$ cat src/rtl/aes_dec_sequencer.sv
// Control/buffer stage ahead of the iterative AES-128 decrypt datapath.
// Define AES_DEC_KEY_LATCH_EN to register key_in at the input handshake.
module aes_dec_sequencer #(
    parameter logic [5:0] CNT_FIRST = 6'd10,
    parameter logic [5:0] CNT_LAST  = 6'd20,
    parameter logic [5:0] CNT_PARK  = 6'd21
) (
    input  logic         clk,
    input  logic         reset,
    input  logic         in_valid,
    output logic         in_ready,
    input  logic [127:0] ct_in,
    input  logic [127:0] key_in,
    output logic [127:0] dp_block,
    output logic [127:0] dp_key,
    output logic [5:0]   dp_counter,
    input  logic [127:0] dp_out,
    output logic [127:0] pt_out,
    output logic         out_valid,
    input  logic         out_ready,
    output logic         busy
);

    typedef enum logic [2:0] {
        S_IDLE,
        S_LOAD,
        S_ROUND,
        S_FINAL,
        S_DONE
    } state_t;

    state_t       r_state;
    state_t       w_next;
    logic [5:0]   r_cnt;
    logic [5:0]   w_cnt_next;
    logic [127:0] r_ct;
    logic [127:0] r_pt;
    logic         r_out_valid;
    logic         w_accept;

    assign w_accept = in_valid & in_ready;

    always_ff @(posedge clk) begin
        if (reset) begin
            r_state <= S_IDLE;
        end else begin
            r_state <= w_next;
        end
    end

    always_comb begin
        w_next = r_state;
        unique case (r_state)
            S_IDLE:  if (w_accept) w_next = S_LOAD;
            S_LOAD:  w_next = S_ROUND;
            S_ROUND: if (r_cnt == CNT_LAST - 6'd1) w_next = S_FINAL;
            S_FINAL: w_next = S_DONE;
            S_DONE: begin
                if (out_ready) w_next = w_accept ? S_LOAD : S_IDLE;
            end
            default: w_next = S_IDLE;
        endcase
    end

    always_comb begin
        in_ready = 1'b0;
        busy     = 1'b0;
        unique case (r_state)
            S_IDLE:  in_ready = 1'b1;
            S_LOAD:  busy = 1'b1;
            S_ROUND: busy = 1'b1;
            S_FINAL: busy = 1'b1;
            S_DONE:  in_ready = out_ready;
            default: in_ready = 1'b0;
        endcase
    end

    // Counter is registered and derived from the next state so it lines
    // up with the state it belongs to.
    always_comb begin
        w_cnt_next = CNT_PARK;
        unique case (w_next)
            S_LOAD:  w_cnt_next = CNT_FIRST;
            S_ROUND: w_cnt_next = r_cnt + 6'd1;
            S_FINAL: w_cnt_next = CNT_LAST;
            default: w_cnt_next = CNT_PARK;
        endcase
    end

    always_ff @(posedge clk) begin
        if (reset) begin
            r_cnt       <= CNT_PARK;
            r_ct        <= '0;
            r_pt        <= '0;
            r_out_valid <= 1'b0;
        end else begin
            r_cnt <= w_cnt_next;
            if (w_accept) r_ct <= ct_in;
            if (r_state == S_FINAL) begin
                r_pt        <= dp_out;
                r_out_valid <= 1'b1;
            end else if (r_state == S_DONE && out_ready) begin
                r_out_valid <= 1'b0;
            end
        end
    end

`ifdef AES_DEC_KEY_LATCH_EN
    logic [127:0] r_key;

    always_ff @(posedge clk) begin
        if (reset) begin
            r_key <= '0;
        end else if (w_accept) begin
            r_key <= key_in;
        end
    end

    assign dp_key = r_key;
`else
    assign dp_key = key_in;
`endif

    assign dp_block   = r_ct;
    assign dp_counter = r_cnt;
    assign pt_out     = r_pt;
    assign out_valid  = r_out_valid;

endmodule
$ cat config.mk
export PLATFORM = sky130hd
export DESIGN_NAME = aes_dec_sequencer
export DESIGN_NICKNAME = d
export VERILOG_FILES = /design/src/rtl/aes_dec_sequencer.sv
export SDC_FILE = /design/constraint.sdc
export NUM_CORES = 1
export LEC_CHECK = 0
export BUFFER_PORTS_ARGS = -buffer_cell sky130_fd_sc_hd__buf_2
export CORE_AREA = 5 5 303 305
export CTS_CLUSTER_SIZE = 8
export DETAILED_ROUTE_END_ITERATION = 8
export DIE_AREA = 0 0 308 310
export RECOVER_POWER = 50
export SYNTH_ARGS = -nofsm -noshare
export SYNTH_HDL_FRONTEND = slang
export SYNTH_SLANG_ARGS = --single-unit
$ cat constraint.sdc
create_clock -name clk -period 1.45 [get_ports clk]
set_input_delay 0.29 -clock clk [delete_from_list [all_inputs] [get_ports clk]]
set_output_delay 0.29 -clock clk [all_outputs]
set_load 0.03 [all_outputs]
* Word-level counts from Yosys, hierarchy flattened
Index checks and enable logic that the tools add are counted.
** Word-level totals
- Bits in registers :: 266
- Bits of input ports :: 388
** Cells by class
- Bitwise logic cells :: 1
- Eq/ne operators :: 8
- Multiplexer cells :: 10
- Reductions and logical operators :: 4
- $add $sub $neg :: 1
** Operators by type and width (number)
- 6-bit one-hot mux with 3 select lines :: 1
- 3-bit one-hot mux with 5 select lines :: 1
- 3-bit by 2-bit equality test with 1-bit output, second input constant :: 4
- 3-bit 2-to-1 mux :: 3
- 6-bit by 1-bit adder with 6-bit output, second input constant :: 1
- 3-bit by 1-bit equality test with 1-bit output, second input constant :: 2
- 6-bit by 5-bit equality test with 1-bit output, second input constant :: 1
- 1-bit 2-to-1 mux :: 4
- 3-bit equality test, second input constant :: 1
- 3-bit zero test :: 1
- 3-bit OR reduction :: 1
- 1-bit one-hot mux with 2 select lines :: 1
- 2-bit nonzero test :: 1
- 1-bit AND :: 1
- 1-bit logical AND :: 1

* Logic depth before layout (Yosys ltp)
- Word-level depth :: 8
- Gate-level depth with buffers :: 8
- Gate-level depth less buffers :: 5

* Least setup slack after synthesis
No wires, ideal clock.
- Kind :: register -> register
- Start point :: reg r_cnt[0], in the netlist dp_counter[0]
- End point :: reg r_cnt[0], in the netlist dp_counter[0]
- Period minus slack after synthesis :: 1.747 ns
- Setup slack :: -0.297 ns
- Arrival time :: 1.633 ns
- Required time :: 1.336 ns
- Stages on the path, launching flop included :: 6
- Cell sequence :: dfxtp_1 > ha_1 > nor3b_1 > a31oi_1 > or3_1 > a21o_1
** On the way
- Longest elaborated chain between the ends :: 5
** RTL lines
- start, declared :: line 34 : logic [5:0] r_cnt;
- start signal, assigned :: line 97 : r_cnt <= w_cnt_next;
- 6-bit by 5-bit equality test with 1-bit output :: line 56 : S_ROUND: if (r_cnt == CNT_LAST - 6'd1) w_next = S_FINAL;
- 3-bit 2-to-1 mux :: line 56
- 3-bit one-hot mux with 5 select lines :: line 53 : unique case (r_state)
- 3-bit by 2-bit equality test with 1-bit output / 3-bit by 1-bit equality test with 1-bit output (equally long branches) :: line 82 : unique case (w_next)
- 6-bit one-hot mux with 3 select lines (*) :: line 82
Every way passes the cells marked *; elsewhere a longest branch is shown, timed or not.
A chain may end at the register's enable or synchronous reset.

* Worst setup path in the final report
- Start point :: reg r_state[1]
- End point :: out busy
** On the way
- Longest elaborated chain between the ends :: 3
** RTL lines
- start, declared :: line 32 : state_t r_state;
- start signal, assigned :: line 47 : r_state <= w_next;
- 3-bit by 2-bit equality test with 1-bit output / 3-bit by 1-bit equality test with 1-bit output (equally long branches) :: line 68 : unique case (r_state)
- 3-bit OR reduction (no source line) (*)
- 1-bit 2-to-1 mux (*) :: line 68
- end, declared :: line 21 : output logic busy
Marks and branches as above.

==> run_results.csv <==
group,metric,value,unit
floorplanning,io-pin-count,781,
route,vias_per_cell,3.70,
critical_path,arrival,1.40,ns
hold_path,whs_endpoint,"pt_out[125]",
critical_path,cp-end-kind,"output pin",
clocking,clkTransAtPathRegs,0.05,ns
critical_path,path_buf_inv,2,
placed_design,post-place-ws,-0.0445,ns
critical_path,required,1.16,ns
critical_path,crit_chain,"nor2_8 > buf_6 > nor2_4 > buf_6",
critical_path,crit_slowest_cell,"dfxtp_4",
cells_and_area,fin_util,24.9,%
critical_path,reg2reg_from,"r_state[0]",
clocking,ctsRootBufferMaster,"clkbuf_16",
power,powerDensity,1020,mW/mm^2
sta,skew,0.0190,ns
cells_and_area,syn2layout_area_growth,115,%
route,drt_pass1_iterations,5,
clocking,cts_sinks,266,
floorplanning,die_h,310,um
outcome,violations,"setup timing",
placed_design,place_hpwl,31900,um
grt,grt_use_total,9.23,%
cells_and_area,nets,2471,
floorplanning,core_region_area,0.0890,sq mm
logic_synthesis,synth_enable_flop_cells,0,
power,p_total,22.6,mW
floorplanning,dieWidth,308,um
route,wirelength,58000,um
route,wl_per_cell,17.7,um
sta,fin_crit,1.69,ns
logic_synthesis,async_flop_share,0,%
critical_path,critPathMaxFanout,4,
sta,rsz0062_at_grt,"true",
critical_path,timing.rr.end,"pt_out[32]",
sta,fin_setup_tns,-16.46,ns
hold_path,min_from,"dp_out[125]",
floorplanning,rows,110,
cells_and_area,fillers,9147,
logic_synthesis,synth-seq-cells,266,
clocking,cts_tree,"done",
grt,grt_overflow_total,0,
grt,grt_max_degree,45,
critical_path,r2r_slack,-0.16,ns
critical_path,critPathMaxStageDelay,0.39,ns
sta,setup_ws,-0.240,ns
power,ir_drop,788,uV
critical_path,worst_path_most_repeated_cell,"buf_6",
sta,period_share,117,%
sta,final-max-slew-violation-count,0,
sta,setup_viol,271,
logic_synthesis,synthFlopType,"dfxtp_1",
route,remaining_drc_errors,0,
flow_run,cap_violations,0,
route,vias,12100,
sta,maxSlewHeadroom,60.1,%
clocking,cts_buffers,41,
logic_synthesis,netlist_instances,1301,
logic_synthesis,synth_fp_nets,1690,
logic_synthesis,yosys_warnings,0,
logic_synthesis,syn_avg_cell_area,7.93,sq um
floorplanning,dieArea,0.0955,sq mm
hold_path,hp-class,"in -> reg",
clocking,htree_levels,2,
sta,worst_pin_slew,0.598,ns
grt,antenna_found_initial,2,
route,drt_iter0_drc,838,
hold_path,hold_depth,3,
route,antenna_left,0,
critical_path,crit_family,"flip-flops",
cells_and_area,drive_above_1_share,57.3,%
clocking,clock_latency,0.58,ns
floorplanning,initial_utilization,11.6,%
critical_path,reg2reg_depth,9,
grt,grt_pass1_wl,67700,um
critical_path,cp-start-kind,"register",
power,leakage,9.39,nW
logic_synthesis,synth_seq_area_share,51.6,%
logic_synthesis,netlist_area,0.0103,sq mm
critical_path,worst-setup-path-type,"reg -> out",
placed_design,port_buffers,524,
sta,fmax,592,MHz
sta,hold_violations,0,
clocking,cts.path.max_buffers,3,
placed_design,gp_congestion,0.858,
logic_synthesis,synth.distinct_cells,27,
grt,grt_pass1_vias,11600,
outcome,status,"complete, but fails checks",
## worst max-delay path by stage
stage                        startpoint       endpoint  slack [ns]  cells after the start
after global routing         r_state[0]       in_ready       -0.34                      3
after CTS                    r_state[0]           busy       -0.34                      4
final                        r_state[1]           busy       -0.24                      4
after floorplan           dp_counter[0]  dp_counter[0]       -0.07                      5
after global placement       r_state[1]           busy      -0.007                      4
after detailed placement     r_state[1]           busy       -0.04                      4
## power breakdown
group          internal, mW  leakage [nW]  switching, mW
logic                  2.71          6.63           2.85
clock network          5.42         0.573           3.64
registers              7.69          2.18          0.324
## routing by layer
| layer | GRT usage, % | part of all wire, % | up-vias |
|---|---|---|---|
| met5 | 0 | 0 | - |
| met4 | 6.80 | 6.8 | 0 |
| met3 | 4.40 | 9.8 | 187 |
| met2 | 15.4 | 48 | 611 |
| met1 | 8.94 | 36 | 5682 |
| li1 | - | - | 5603 |
## through the flow
stage	cell area, sq um	hold WS (ns)	std cells
2_1_floorplan	10300	0.426	1301
3_3_place_gp	13800	0.437	2876
3_5_place_dp	13800	0.442	2876
4_1_cts	18800	0.0104	3212
5_1_grt	22200	0.0179	3268
6_report	22200	0.0736	3270
## worst register-to-register path, cell delays in order, from the launching register on
cell	delay, ns
dfxtp_4	0.38
buf_6	0.11
buf_4	0.10
buf_6	0.09
nand3_4	0.16
buf_12	0.19
clkbuf_16	0.15
clkbuf_16	0.16
nand2_1	0.09
a21oi_2	0.06
## kinds of logic (layout without fill, tap and decap cells)
logic type / Yosys count / after routing / share of synthesized area (%)
buf+inv: 218 / 1009 / 14.3
fa+ha+maj: 1 / 1 / 0.121
compound gates: 271 / 271 / 13.3
xor+xnor: 5 / 5 / 0.425
other cells: 0 / 2 / 0
simple gates: 540 / 540 / 20.1
flops: 266 / 266 / 51.6
## synthesized netlist by cell type, types with 3 or more instances
library cell,number,area [sq um]
dfxtp_1,266,5330
nand3_1,4,20.0
a21oi_1,260,1300
buf_4,140,1050
a211oi_1,3,22.5
nor3_1,3,15.0
buf_2,34,170
o21ai_0,3,15.0
nand2_1,516,1940
clkbuf_1,31,116
nor2_1,7,26.3
xnor2_1,4,35.0
buf_6,12,135
## area by class of cell
type,instances,area (sq um),share of cell area (%)
clock inverters,6,83.8,0.378
flip-flops and latches,266,5380,24.3
diodes,2,5.00,0.0226
multi-input cells,817,5620,25.3
clock buffers,47,1090,4.91
inverters,1,3.75,0.0169
well taps,1176,1470,6.64
repair buffers,955,8520,38.4
## registers in the layout, indices dropped and copies added, names as in the netlist
register,count
pt_out,128
r_state,3
dp_counter,6
out_valid,1
dp_block,128
## cell usage in the layout, fill, tap and decap left out, types with 2 or more instances in the layout
master         count
nand3_1            2
clkinv_8           2
clkbuf_8           5
buf_8             15
nor2_1             4
buf_4            199
a21oi_1           66
nand2_4          151
clkbuf_16         74
nand2_2           54
buf_12            36
o21ai_0            3
buf_6             58
nand2_1          311
buf_2            348
nand3_4            2
dlygate4sd3_1    254
xnor2_1            3
clkbuf_1           2
buf_16            11
nor3_1             2
dfxtp_1          233
diode_2            2
nand2b_1           2
a211oi_1           3
dfxtp_2           29
dfxtp_4            4
a21boi_0           2
a21oi_2          194
nor2_4             3
## what timing repair did
| action | CTS | global route |
|---|---|---|
| pin swaps | 8 | 348 |
| endpoints found under the hold margin | 254 | 0 |
| setup endpoints to repair | 250 | 301 |
| cloned | 7 | 39 |
| buffers inserted | 22 | 23 |
| hold buffers | 254 | 0 |
| gates resized for setup | 293 | 653 |
(Power assumes the default switching activity.)
